[config.mk]
export PLATFORM = sky130hd
export DESIGN_NAME = ft_tx_arbiter
export DESIGN_NICKNAME = d
export VERILOG_FILES = /design/src/rtl/ft_tx_arbiter.sv
export SDC_FILE = /design/constraint.sdc
export NUM_CORES = 1
export LEC_CHECK = 0
export BUFFER_PORTS_ARGS = -buffer_cell sky130_fd_sc_hd__clkbuf_2
export CAP_MARGIN = 40
export CORE_MARGIN = 2
export CORE_UTILIZATION = 40
export DETAILED_ROUTE_END_ITERATION = 8
export GPL_TIMING_DRIVEN = 0
export PLACE_DENSITY = 0.62
export SLEW_MARGIN = 20
export SYNTH_ARGS = -nofsm -noshare
export SYNTH_HDL_FRONTEND = slang
export SYNTH_SLANG_ARGS = --single-unit
[constraint.sdc]
create_clock -name clk_128M -period 9.85 [get_ports clk_128M]
set_input_delay 1.4775 -clock clk_128M [delete_from_list [all_inputs] [get_ports clk_128M]]
set_output_delay 1.4775 -clock clk_128M [all_outputs]
set_load 0.01 [all_outputs]
[src/rtl/ft_tx_arbiter.sv]
// Round-robin scheduler of telemetry packets and status snapshots onto the 16-bit FT UI TX port.
// Optional CRC-16-CCITT trailer word per frame when FT_TX_CRC_EN is defined.
module ft_tx_arbiter #(
  parameter int          PKT_WIDTH  = 88,
  parameter int          FIFO_DEPTH = 4,
  parameter logic [15:0] PKT_HDR    = 16'hA55A,
  parameter logic [15:0] STAT_HDR   = 16'hC33C
) (
  input  logic                 clk_128M,
  input  logic                 rst_128M,
  input  logic [PKT_WIDTH-1:0] pkt_data,
  input  logic                 pkt_valid,
  input  logic                 stat_req,
  input  logic [31:0]          total_packets,
  input  logic [31:0]          mismatch_packets,
  output logic [15:0]          ui_din,
  output logic [1:0]           ui_din_be,
  output logic                 ui_din_valid,
  input  logic                 ui_din_full,
  output logic [15:0]          pkt_drop_count,
  output logic                 busy
);

  localparam int          AW      = $clog2(FIFO_DEPTH);
  localparam int          BODY_W  = 96;
  localparam logic [AW:0] PTR_ONE = 1;
  localparam logic        G_PKT   = 1'b0;
  localparam logic        G_STAT  = 1'b1;

  typedef enum logic [1:0] {S_IDLE, S_HDR, S_BODY, S_CRC} state_t;

  state_t               state;
  logic                 last_grant;
  logic                 stat_pend;
  logic [PKT_WIDTH-1:0] fifo_mem [FIFO_DEPTH];
  logic [AW:0]          wr_ptr, rd_ptr;
  logic [BODY_W-1:0]    frame_body;
  logic [2:0]           body_left;
  logic [15:0]          din_r;
  logic                 din_vld_r;
  logic                 busy_r;
  logic [15:0]          drop_r;

  logic fifo_empty, fifo_full, grant_pkt, grant_stat, push, pop, beat;

`ifdef FT_TX_CRC_EN
  logic [15:0] crc_r;
  logic [15:0] crc_nx;

  function automatic logic [15:0] crc16_word(input logic [15:0] crc, input logic [15:0] d);
    logic [15:0] c;
    logic        fb;
    c = crc;
    for (int i = 15; i >= 0; i--) begin
      fb = c[15] ^ d[i];
      c  = {c[14:0], 1'b0} ^ (fb ? 16'h1021 : 16'h0000);
    end
    return c;
  endfunction

  assign crc_nx = crc16_word(crc_r, din_r);
`endif

  assign fifo_empty = (wr_ptr == rd_ptr);
  assign fifo_full  = (wr_ptr[AW] != rd_ptr[AW]) && (wr_ptr[AW-1:0] == rd_ptr[AW-1:0]);

  // Round-robin only matters when both sources are waiting: the one not served last wins.
  assign grant_pkt  = (state == S_IDLE) && !fifo_empty && (!stat_pend || last_grant == G_STAT);
  assign grant_stat = (state == S_IDLE) && stat_pend && (fifo_empty || last_grant == G_PKT);
  assign pop        = grant_pkt;
  assign push       = pkt_valid && (!fifo_full || pop);
  assign beat       = din_vld_r && !ui_din_full;

  assign ui_din         = din_r;
  assign ui_din_valid   = din_vld_r;
  assign ui_din_be      = {2{din_vld_r}};
  assign pkt_drop_count = drop_r;
  assign busy           = busy_r;

  always_ff @(posedge clk_128M) begin
    if (push) fifo_mem[wr_ptr[AW-1:0]] <= pkt_data;
  end

  // Frame payload: loaded at grant, shifted one word per transferred body word.
  always_ff @(posedge clk_128M) begin
    if (grant_pkt) begin
      frame_body <= {{(BODY_W-PKT_WIDTH){1'b0}}, fifo_mem[rd_ptr[AW-1:0]]};
      body_left  <= 3'd6;
    end else if (grant_stat) begin
      frame_body <= {32'h0, mismatch_packets, total_packets};
      body_left  <= 3'd4;
    end else if (beat && (state == S_HDR || state == S_BODY)) begin
      frame_body <= {16'h0, frame_body[BODY_W-1:16]};
      if (state == S_BODY) body_left <= body_left - 3'd1;
    end
`ifdef FT_TX_CRC_EN
    if (grant_pkt || grant_stat) crc_r <= 16'hFFFF;
    else if (beat && state == S_BODY) crc_r <= crc_nx;
`endif
  end

  always_ff @(posedge clk_128M) begin
    if (rst_128M) begin
      state      <= S_IDLE;
      last_grant <= G_STAT;
      stat_pend  <= 1'b0;
      wr_ptr     <= '0;
      rd_ptr     <= '0;
      din_r      <= 16'h0000;
      din_vld_r  <= 1'b0;
      busy_r     <= 1'b0;
      drop_r     <= 16'h0000;
    end else begin
      if (push) wr_ptr <= wr_ptr + PTR_ONE;
      if (pop)  rd_ptr <= rd_ptr + PTR_ONE;
      if (pkt_valid && !push && drop_r != 16'hFFFF) drop_r <= drop_r + 16'd1;
      // A request arriving in the grant cycle stays pending for the next round.
      if (stat_req)        stat_pend <= 1'b1;
      else if (grant_stat) stat_pend <= 1'b0;

      case (state)
        S_IDLE: begin
          if (grant_pkt || grant_stat) begin
            state      <= S_HDR;
            din_r      <= grant_pkt ? PKT_HDR : STAT_HDR;
            din_vld_r  <= 1'b1;
            busy_r     <= 1'b1;
            last_grant <= grant_pkt ? G_PKT : G_STAT;
          end
        end
        S_HDR: begin
          if (beat) begin
            din_r <= frame_body[15:0];
            state <= S_BODY;
          end
        end
        S_BODY: begin
          if (beat) begin
            if (body_left == 3'd1) begin
`ifdef FT_TX_CRC_EN
              din_r <= crc_nx;
              state <= S_CRC;
`else
              din_r     <= 16'h0000;
              din_vld_r <= 1'b0;
              busy_r    <= 1'b0;
              state     <= S_IDLE;
`endif
            end else begin
              din_r <= frame_body[15:0];
            end
          end
        end
        S_CRC: begin
          if (beat) begin
            din_r     <= 16'h0000;
            din_vld_r <= 1'b0;
            busy_r    <= 1'b0;
            state     <= S_IDLE;
          end
        end
        default: state <= S_IDLE;
      endcase
    end
  end

endmodule

==> summary.txt <==
RUN STATUS
----------------------------------------------------------------------------------
Run status .......................................................... complete, no violations

SYNTHESIS
----------------------------------------------------------------------------------
Distinct cell type count of the synthesized netlist .................           45
Mapped Area .........................................................    18800 µm²
Top flip-flop cell by instance count after synthesis ................ sky130_fd_sc_hd__edfxtp_1
Post-Syn Area per Cell ..............................................     17.7 µm²
Seq/Total Area, Yosys ...............................................        75.4%
Ys Warns ............................................................            0
Synthesized instance count ..........................................         1063
Number of enable flip-flop cells after synthesis ....................          440
Flip-flop and latch count after synthesis ...........................          488
Share of flip-flops with an asynchronous set or reset ...............           0%
Post-synthesis net count ............................................         1234

STA
----------------------------------------------------------------------------------
Setup Total Neg Slack ...............................................         0 ns
Worst slew margin relative to its limit .............................        47.4%
Tcrit/Tclk final ....................................................        32.9%
Final hold violation count ..........................................            0
Final-report setup violation count ..................................            0
Max Clk Rate ........................................................      309 MHz
Max-slew violation count ............................................            0
Shortest clock period the worst path allows after layout ............      3.24 ns
Setup Skew ..........................................................    0.0206 ns
Worst Max-Slew Pin Slew .............................................     0.789 ns
Setup repair after global routing missed its margin .................        false

SETUP PATH
----------------------------------------------------------------------------------
Destination of the worst register-to-register timing path ........... frame_body[29]$_DFFE_PP_
CP max FO ...........................................................           45
Kind of start point of the critical path ............................         flop
Arrival time of data at the critical path endpoint ..................      3.54 ns
Critical path type ..................................................      reg2reg
Worst Setup End Kind ................................................         flop
Delay-heaviest family, CP ........................................... buffers and inverters
Largest stage delay, worst path .....................................      0.58 ns
Combined buffer and inverter count along the critical path ..........            2
List of cells traversed by the critical path ........................ xnor2_1, nand3_1, o21ai_0, clkbuf_1, nand2_4, buf_16
Worst reg-to-reg setup slack ........................................      6.61 ns
Required arrival time at the worst endpoint .........................     10.15 ns
Worst R2R Path Depth ................................................            6
Reg2reg start ....................................................... rd_ptr[2]$_SDFFE_PP0P_
Max stage delay cell, worst path .................................... sky130_fd_sc_hd__clkbuf_1

GRT
----------------------------------------------------------------------------------
First-pass GRT wire length ..........................................     65900 µm
Number of antenna violations at the first check in global routing ...            6
Total track usage ...................................................        18.6%
Number of global-route vias before repair ...........................        10500
Pin count of the biggest net entering global routing ................           46
Overflow left after global routing ..................................            0

LAYOUT
----------------------------------------------------------------------------------
Register cell area after layout .....................................    14200 µm²
Final instance area .................................................    22400 µm²
Synthesis-to-finish area growth .....................................        19.4%
Number of nets in the layout ........................................         1494
Layout Utilization ..................................................        48.3%
Share of final-layout standard cells stronger than drive strength 1 .        28.3%
Layout fillers ......................................................         3977
Combined area of the multi-input logic cells ........................     4380 µm²

FLOORPLAN
----------------------------------------------------------------------------------
Row count ...........................................................           79
Height of the chip ..................................................       221 µm
Core footprint ......................................................    46500 µm²
Starting Density ....................................................        40.5%
Count of pins on the block boundary .................................          193
Full die area .......................................................    48800 µm²
Horizontal extent of the die ........................................       221 µm

POWER
----------------------------------------------------------------------------------
Leak ................................................................   0.00765 µW
Cell Pwr Density ....................................................   283 nW/µm²
Largest vdd supply drop .............................................     0.146 mV

CTS
----------------------------------------------------------------------------------
Number of hold buffers added after CTS ..............................            0
Number of buffers created by CTS ....................................           51
Clock Tree Root ..................................................... sky130_fd_sc_hd__clkbuf_16
Total number of H-tree levels .......................................            2
Buffers inserted during post-CTS setup optimization .................            0
Number of cells upsized or downsized after cts ......................            0
Clock insertion delay at the later pin of the skew report ...........      0.59 ns
Deepest clock path buffer count .....................................            3
TritonCTS clock tree ................................................          yes
CTS clk-pin slew, worst paths .......................................      0.06 ns
CTS sink count ......................................................          488

DRT
----------------------------------------------------------------------------------
Count of vias placed by the detailed router .........................        10400
Post-Route WL .......................................................     44700 µm
Initial DRC count ...................................................          943
Number of iterations in the first detailed-routing pass .............            4
Count of antenna-violating nets left after detailed routing .........            0
Routed length per placed instance ...................................      22.8 µm
Residual DRC ........................................................            0
Via count normalized by instance count ..............................         5.29

PLACED DESIGN
----------------------------------------------------------------------------------
DP HPWL .............................................................     30200 µm
Port bufs ...........................................................          192
GPL Wtd Cong ........................................................        0.815
Cell area after placement ...........................................    20800 µm²

HOLD PATH
----------------------------------------------------------------------------------
HP Class ............................................................      reg2reg
Destination of the worst hold path .................................. last_grant$_SDFFE_PP1P_
Number of cells on the worst hold path ..............................            2
Startpoint of the lowest-slack hold path ............................ last_grant$_SDFFE_PP1P_

JOB
----------------------------------------------------------------------------------
Max-cap violations ..................................................            0

==> power by group <==
group,leakage [µW],switching (µW),internal (µW)
combinational,0.00240,1030,614
sequential,0.00448,124,2740
clock,0.000770,781,1070
total,0.00765,1940,4420
==> worst max path at each step <==
stage / startpoint / endpoint / slack [ns] / depth (start not counted)
2_1_floorplan: ui_din_full / frame_body[0]$_DFFE_PP_ / 5.76 / 3
3_3_place_gp: pkt_valid / fifo_mem[3][38]$_DFFE_PP_ / 3.64 / 2
3_5_place_dp: ui_din_full / frame_body[51]$_DFFE_PP_ / 6.48 / 5
4_1_cts: wr_ptr[0]$_SDFFE_PP0P_ / frame_body[42]$_DFFE_PP_ / 6.60 / 6
5_1_grt: rd_ptr[2]$_SDFFE_PP0P_ / frame_body[42]$_DFFE_PP_ / 6.33 / 6
6_report: rd_ptr[2]$_SDFFE_PP0P_ / frame_body[29]$_DFFE_PP_ / 6.61 / 6
==> sequential cells by signal, summed over array words and instances, names as in the netlist, named ones only <==
register and cells:
frame_body 88, pkt_drop_count 16, ui_din 16, wr_ptr 3, fifo_mem 352, busy 1
stat_pend 1, state 2, last_grant 1, rd_ptr 3, body_left 3
==> cell type report <==
class / count / share of cell area [%]
Antenna cell: 1 / 0.0112
Buffer: 58 / 1.07
Clock buffer: 60 / 5.98
Clock inverter: 28 / 1.12
Inverter: 10 / 0.167
Multi-Input combinational cell: 507 / 19.5
Sequential cell: 488 / 63.2
Tap cell: 607 / 3.38
Timing Repair Buffer: 207 / 5.60
==> layer usage <==
metal	up-vias	track usage, %	part of all wire (%)
li1	4737	-	-
met1	5294	25.2	43
met2	278	29.9	48
met3	86	4.01	6.0
met4	10	6.31	2.7
met5	-	0	0.15
==> cells by family (layout without fill, tap and decap cells) <==
logic type	Yosys count	after routing	share of synthesized area, %
AOI/OAI and AO/OA	142	142	4.91
xor gates and xnor gates	11	11	0.592
adders and majority gates	14	14	0.932
buffers and inverters	68	363	1.47
DFF	488	488	75.4
muxes	91	91	10.7
other	0	1	0
and+or+nand+nor	249	249	6.00
==> metrics by stage <==
step                power (µW)  worst slack (ns)  hold WS [ns]  instances
floorplan                 3920              5.76         0.430       1063
global placement          4560              3.64         0.445       1862
detailed placement        4590              6.48         0.453       1877
CTS                       6450              6.60         0.466       1965
global route              6680              6.33         0.487       1966
finish                    6360              6.61         0.469       1966
==> synthesized netlist by cell type, types with 2 or more instances <==
cell / n / area (µm²)
sky130_fd_sc_hd__xnor2_1: 5 / 43.8
sky130_fd_sc_hd__nand2_1: 17 / 63.8
sky130_fd_sc_hd__mux4_2: 88 / 1980
sky130_fd_sc_hd__buf_2: 8 / 40.0
sky130_fd_sc_hd__nand2b_1: 9 / 56.3
sky130_fd_sc_hd__buf_4: 3 / 22.5
sky130_fd_sc_hd__and2_1: 17 / 106
sky130_fd_sc_hd__dfxtp_1: 48 / 961
sky130_fd_sc_hd__clkbuf_1: 45 / 169
sky130_fd_sc_hd__nor3_1: 5 / 25.0
sky130_fd_sc_hd__and4_1: 2 / 17.5
sky130_fd_sc_hd__o31ai_1: 9 / 67.6
sky130_fd_sc_hd__or4_1: 9 / 67.6
sky130_fd_sc_hd__nand4_1: 3 / 18.8
sky130_fd_sc_hd__buf_1: 2 / 7.51
sky130_fd_sc_hd__nor2b_1: 5 / 31.3
sky130_fd_sc_hd__inv_1: 10 / 37.5
sky130_fd_sc_hd__or3_1: 4 / 25.0
sky130_fd_sc_hd__and3_1: 7 / 43.8
sky130_fd_sc_hd__a221o_1: 2 / 20.0
sky130_fd_sc_hd__o22ai_1: 65 / 407
sky130_fd_sc_hd__a21oi_1: 33 / 165
sky130_fd_sc_hd__xnor2_2: 2 / 32.5
sky130_fd_sc_hd__o21a_1: 2 / 15.0
sky130_fd_sc_hd__ha_1: 14 / 175
sky130_fd_sc_hd__nand3_1: 13 / 65.1
sky130_fd_sc_hd__mux2i_1: 3 / 30.0
sky130_fd_sc_hd__xor2_1: 4 / 35.0
sky130_fd_sc_hd__a22o_1: 8 / 70.1
sky130_fd_sc_hd__nor2_1: 154 / 578
sky130_fd_sc_hd__o21ai_0: 7 / 35.0
sky130_fd_sc_hd__a211oi_1: 8 / 60.1
sky130_fd_sc_hd__edfxtp_1: 440 / 13200
==> cell usage in the layout, fill, tap and decap left out, types with 3 or more instances in the layout <==
cell,n
sky130_fd_sc_hd__a211oi_1,8
sky130_fd_sc_hd__a21oi_1,33
sky130_fd_sc_hd__a22o_1,8
sky130_fd_sc_hd__and2_1,17
sky130_fd_sc_hd__and3_1,3
sky130_fd_sc_hd__and3_4,4
sky130_fd_sc_hd__buf_16,7
sky130_fd_sc_hd__buf_2,8
sky130_fd_sc_hd__buf_4,4
sky130_fd_sc_hd__buf_6,5
sky130_fd_sc_hd__bufinv_16,4
sky130_fd_sc_hd__clkbuf_1,52
sky130_fd_sc_hd__clkbuf_16,52
sky130_fd_sc_hd__clkbuf_2,192
sky130_fd_sc_hd__clkinv_1,14
sky130_fd_sc_hd__clkinv_2,4
sky130_fd_sc_hd__dfxtp_1,48
sky130_fd_sc_hd__edfxtp_1,440
sky130_fd_sc_hd__ha_1,14
sky130_fd_sc_hd__inv_1,10
sky130_fd_sc_hd__mux2i_1,3
sky130_fd_sc_hd__mux4_2,88
sky130_fd_sc_hd__nand2_1,16
sky130_fd_sc_hd__nand2b_1,9
sky130_fd_sc_hd__nand3_1,13
sky130_fd_sc_hd__nand4_1,3
sky130_fd_sc_hd__nor2_1,154
sky130_fd_sc_hd__nor2b_1,5
sky130_fd_sc_hd__nor3_1,5
sky130_fd_sc_hd__o21ai_0,7
sky130_fd_sc_hd__o22ai_1,65
sky130_fd_sc_hd__o31ai_1,9
sky130_fd_sc_hd__or3_1,4
sky130_fd_sc_hd__or4_1,9
sky130_fd_sc_hd__xnor2_1,5
sky130_fd_sc_hd__xor2_1,4
==> worst reg2reg max path, stage by stage (launching register included) <==
cell,delay (ns)
sky130_fd_sc_hd__dfxtp_1,0.35
sky130_fd_sc_hd__xnor2_1,0.32
sky130_fd_sc_hd__nand3_1,0.14
sky130_fd_sc_hd__o21ai_0,0.55
sky130_fd_sc_hd__clkbuf_1,0.58
sky130_fd_sc_hd__nand2_4,0.58
sky130_fd_sc_hd__buf_16,0.39
Note: power is estimated with default switching activity, not from simulation.
